File: src/rtl/trng_collector.sv
// trng_collector: synchronizes the ring-oscillator TRNG stream, health-checks it and packs it into WIDTH-bit words.
// Optional Von Neumann debiasing is enabled by defining TRNG_VON_NEUMANN_EN.
module trng_collector #(
   parameter int WIDTH         = 32,
   parameter int REP_LIMIT     = 32,
   parameter int SETTLE_CYCLES = 16
) (
   input  logic             clk,
   input  logic             rst,
   input  logic             enable,
   output logic             trng_en,
   input  logic             trng_in,
   output logic [WIDTH-1:0] data_o,
   output logic             valid_o,
   input  logic             ready_i,
   output logic             error_o,
   input  logic             clear_err_i,
   output logic [2:0]       state_dbg
);

   localparam int BW = $clog2(WIDTH + 1);
   localparam int RW = $clog2(REP_LIMIT + 1);
   localparam int SW = $clog2(SETTLE_CYCLES + 1);

   typedef enum logic [2:0] {
      IDLE    = 3'd0,
      WARMUP  = 3'd1,
      COLLECT = 3'd2,
      FULL    = 3'd3,
      ERROR   = 3'd4
   } state_t;

   state_t           state, state_n;
   logic [1:0]       sync_q;
   logic             prev_s;
   logic [RW-1:0]    run_cnt, run_next;
   logic [SW-1:0]    settle_cnt;
   logic [BW-1:0]    bit_cnt;
   logic [WIDTH-1:0] shreg;
   logic             err_q;
   logic             s, bit_ok, bit_val, run_trip, full_now, keep_word;

   assign s = sync_q[1];

`ifdef TRNG_VON_NEUMANN_EN
   logic vn_have, vn_first;
   // A pair (a,b) with a != b yields a; equal pairs yield nothing.
   assign bit_ok  = (state == COLLECT) && vn_have && (vn_first != s);
   assign bit_val = vn_first;
`else
   assign bit_ok  = (state == COLLECT);
   assign bit_val = s;
`endif

   always_comb begin
      run_next = RW'(1);
      if (run_cnt != '0 && s == prev_s)
         run_next = run_cnt + RW'(1);
   end

   assign run_trip  = (state == COLLECT) && (run_next == RW'(REP_LIMIT));
   assign full_now  = (bit_cnt == BW'(WIDTH));
   assign keep_word = (state_n == FULL) || (state == COLLECT && state_n == COLLECT);

   // Handshake: a word is transferred on a cycle where valid_o && ready_i && enable;
   // data_o holds steady from valid_o rising until that cycle.
   always_comb begin
      state_n = state;
      if (!enable) begin
         state_n = IDLE;
      end else begin
         case (state)
            IDLE:    state_n = WARMUP;
            WARMUP:  if (settle_cnt == SW'(SETTLE_CYCLES - 1)) state_n = COLLECT;
            COLLECT: begin
               if (run_trip)      state_n = ERROR;
               else if (full_now) state_n = FULL;
            end
            FULL:    if (ready_i) state_n = COLLECT;
            ERROR:   if (clear_err_i) state_n = WARMUP;
            default: state_n = IDLE;
         endcase
      end
   end

   always_ff @(posedge clk) begin
      if (rst) begin
         state      <= IDLE;
         sync_q     <= '0;
         prev_s     <= 1'b0;
         run_cnt    <= '0;
         settle_cnt <= '0;
         bit_cnt    <= '0;
         shreg      <= '0;
         err_q      <= 1'b0;
`ifdef TRNG_VON_NEUMANN_EN
         vn_have    <= 1'b0;
         vn_first   <= 1'b0;
`endif
      end else begin
         state      <= state_n;
         sync_q     <= {sync_q[0], trng_in};
         prev_s     <= s;
         settle_cnt <= (state == WARMUP && state_n == WARMUP) ? settle_cnt + SW'(1) : '0;
         run_cnt    <= (state == COLLECT && state_n == COLLECT) ? run_next : '0;

         // Any exit other than COLLECT->FULL, including a transfer, drops the word.
         if (!keep_word) begin
            bit_cnt <= '0;
            shreg   <= '0;
         end else if (bit_ok && !full_now) begin
            bit_cnt <= bit_cnt + BW'(1);
            shreg   <= {shreg[WIDTH-2:0], bit_val};
         end

         if (state_n == ERROR)
            err_q <= 1'b1;
         else if (state == ERROR && state_n == WARMUP)
            err_q <= 1'b0;

`ifdef TRNG_VON_NEUMANN_EN
         if (state == COLLECT && state_n == COLLECT) begin
            vn_have <= ~vn_have;
            if (!vn_have) vn_first <= s;
         end else begin
            vn_have <= 1'b0;
         end
`endif
      end
   end

   assign trng_en   = (state != IDLE);
   assign valid_o   = (state == FULL);
   assign data_o    = shreg;
   assign error_o   = err_q;
   assign state_dbg = state;

endmodule
File: config.mk
export PLATFORM = sky130hd
export DESIGN_NAME = trng_collector
export DESIGN_NICKNAME = d
export VERILOG_FILES = /design/src/rtl/trng_collector.sv
export SDC_FILE = /design/constraint.sdc
export NUM_CORES = 1
export LEC_CHECK = 0
export CAP_MARGIN = 10
export CORE_MARGIN = 2
export CORE_UTILIZATION = 50
export CTS_CLUSTER_SIZE = 14
export DETAILED_ROUTE_END_ITERATION = 16
export HOLD_SLACK_MARGIN = 0.12
export PLACE_DENSITY = 0.74
export SKIP_CTS_REPAIR_TIMING = 1
export SYNTH_ARGS = -nofsm -noshare
export SYNTH_HDL_FRONTEND = slang
export SYNTH_SLANG_ARGS = --single-unit
File: constraint.sdc
create_clock -name clk -period 1.9 [get_ports clk]
set_input_delay 0.38 -clock clk [delete_from_list [all_inputs] [get_ports clk]]
set_output_delay 0.38 -clock clk [all_outputs]
set_load 0.01 [all_outputs]
==> flow_metrics.py <==
metrics = {
    "status": {
        "outcome": "finished, final reports clean",
    },
    "power_and_ir_drop": {
        "ir_drop_mv": 0.456,
        "p_leak_nw": 0.992,
        "cellPowerDensity_mw_per_mm2": 637,
    },
    "final_layout": {
        "fin_nets": 295,
        "nFillCells": 376,
        "multi_input_area_sq_mm": 0.00105,
        "diodes": 0,
        "fin_area_sq_mm": 0.00293,
        "layout.cells.non_filler": 335,
        "seq_area_sq_mm": 0.00113,
        "final_cell_mix": "nor2_1, dfxtp_1, clkdlybuf4s50_1, mux2i_1, inv_1",
        "final_util": 0.669,
        "drive_gt1_frac": 0.106,
        "area_delta_synth_final_pct": 28.0,
    },
    "grt": {
        "grt_overflow": 0,
        "grtUsageTotal": 0.166,
        "first_global_vias": 1547,
        "grt_pass1_wl_um": 6760,
        "antenna_found_initial": 0,
        "grt_max_degree": 39,
    },
    "logic_synthesis": {
        "yosysTopAreaCell": "dfxtp_1",
        "syn_inst": 233,
        "muxShareOfSynthArea": 0.144,
        "synth-seq-cells": 56,
        "synth_xor_area_frac": 0.0344,
        "synth_top_area_share": 0.489,
        "syn_avg_cell_area_sq_um": 9.84,
        "synth-seq-area-share": 0.489,
        "synth_top_family_by_area": "simple AND/OR/NAND/NOR gates",
        "yosys_warnings": 0,
        "synth-adder-area-share": 0.0328,
        "synth_cell_types": 35,
        "syn_area_sq_mm": 0.00229,
        "synth.net_count": 245,
        "synth_area_leaders": "dfxtp_1, mux2i_1, nor2_1, buf_6, ha_1",
        "yosys.area_share.simple": 0.182,
        "synth_compound_area_frac": 0.0595,
    },
    "timing": {
        "hold_slack_ps": 447,
        "setup_viol": 0,
        "post-route-period-util": 0.916,
        "fin_skew_ps": 8.50,
        "layout_setup_ws_ps": 160,
        "max_freq_mhz": 575,
        "relSlewSlack": 0.718,
        "worst_slew_pin_slew_ps": 423,
        "hold_viol": 0,
        "layout_min_cycle_time_ps": 1740,
        "final-max-slew-violation-count": 0,
    },
    "floorplanning": {
        "start_util": 0.523,
        "dieWidth_um": 71.7,
        "die-area_sq_mm": 0.00514,
        "io_pins": 44,
        "rows": 24,
        "fp.dieH_um": 71.7,
        "design.core.area_sq_mm": 0.00438,
    },
    "place": {
        "post-place-ws_ps": 104,
        "dpl_cell_area_sq_mm": 0.00277,
        "place_inst": 324,
        "port_buffers": 43,
        "gp_routability_congestion": 0.800,
        "hpwl_um": 2760,
    },
    "clock_tree": {
        "tritoncts": "done",
        "cts_root_buf": "clkbuf_8",
        "clk_latency_ps": 310,
        "clock_sinks": 56,
        "htreeDepth": 2,
        "cts_inserted_buffers": 5,
        "clk_path_buf_depth": 2,
        "clk_pin_slew_ps": 100,
    },
    "drt": {
        "wl_per_cell_um": 12.3,
        "drc": 0,
        "drtIter0Drc": 107,
        "vias": 1680,
        "wirelength_um": 4120,
        "antenna_left": 0,
        "viasPerCell": 5.01,
        "drtPass1Iterations": 4,
    },
    "min_path": {
        "holdPathStages": 1,
        "hold_path_class": "register to register",
    },
    "worst_setup_path": {
        "critPathArrivalTime_ps": 1940,
        "r2r_cells": 7,
        "crit_type": "register to register",
        "cp-start-kind": "register",
        "required_ps": 2100,
        "cp_max_fo": 12,
        "crit_path_end_kind": "register",
    },
    "run": {
        "maxCapViolations": 0,
    },
}
## sequential cells by signal, summed over array words and instances (netlist names)
signal and count:
bit_cnt 6, data_o 32, error_o 1, prev_s 1
run_cnt 6, settle_cnt 5, state_dbg 3, sync_q 2
## cell families after synthesis
kind of cell / count (synthesis)
buf+inv: 20
flops: 56
xor+xnor: 9
fa+ha+maj: 6
compound gates: 20
mux: 33
simple gates: 89
## critical path, stage by stage (launching register included)
cell       delay, ps
dfxtp_1          380
inv_1             60
ha_1             170
and4b_1          210
and2b_4          350
clkbuf_16        210
mux2i_1          200
nor2_1            50
## path summary, 6_finish.rpt
kind | start | to | slack (ps)
worst max register to register | bit_cnt[1]$_SDFFE_PP0P_ | data_o[16]$_SDFFE_PP0P_ | 160
worst max-delay path | bit_cnt[1]$_SDFFE_PP0P_ | data_o[16]$_SDFFE_PP0P_ | 160
worst min-delay path | sync_q[0]$_SDFF_PP0_ | sync_q[1]$_SDFF_PP0_ | 450
worst min register to register | sync_q[0]$_SDFF_PP0_ | sync_q[1]$_SDFF_PP0_ | 450
## area by class of cell
class | count | area share
clock inverters | 1 | 0.00299
flip-flops and latches | 56 | 0.385
inverters | 9 | 0.0115
well taps | 52 | 0.0222
repair buffers | 54 | 0.191
multi-input cells | 157 | 0.359
clock buffers | 6 | 0.0281
## power by group
group | leakage, nW | total, mW | internal (mW) | switching (mW)
clock network | 0.0473 | 0.656 | 0.291 | 0.365
registers | 0.454 | 1.18 | 1.17 | 0.00521
logic | 0.491 | 0.0329 | 0.0204 | 0.0125
## stage by stage
step / setup TNS (ps) / total power, mW
after global placement: 0 / 1.24
after global routing: -8.03 / 1.94
after floorplan: 0 / 1.22
after CTS: -263 / 1.89
final: 0 / 1.87
after detailed placement: 0 / 1.24
## synth_stat cells
| cell type | count |
|---|---|
| o22a_1 | 1 |
| and4b_1 | 1 |
| inv_1 | 9 |
| mux2i_1 | 33 |
| xor2_1 | 6 |
| a211o_1 | 1 |
| xnor2_1 | 3 |
| and2b_1 | 1 |
| nor3_1 | 5 |
| and3_1 | 1 |
| o2111ai_1 | 1 |
| nor4_1 | 2 |
| nor2_1 | 52 |
| nand4b_1 | 1 |
| o21ai_0 | 3 |
| a31oi_1 | 1 |
| o21a_1 | 1 |
| o21ba_2 | 1 |
| a2111oi_0 | 1 |
| nand3_1 | 4 |
| o21ai_2 | 1 |
| clkbuf_2 | 1 |
| buf_6 | 7 |
| nor3b_4 | 1 |
| a21oi_1 | 7 |
| dfxtp_1 | 56 |
| or3_1 | 3 |
| buf_2 | 3 |
| nand4_1 | 4 |
| ha_1 | 6 |
| nand2b_1 | 1 |
| o22ai_2 | 1 |
| nor2b_1 | 6 |
| nand2_1 | 7 |
| o22ai_1 | 1 |
## routing by layer
layer	GRT usage	part of all wire	wire, um	vias to the layer above
met5	0	0	0	-
met4	0.0566	0.011	44	0
met3	0.0464	0.031	126	5
met2	0.265	0.46	1900	29
met1	0.217	0.50	2060	763
li1	-	-	-	883
Power figures use the tool's default switching activity.
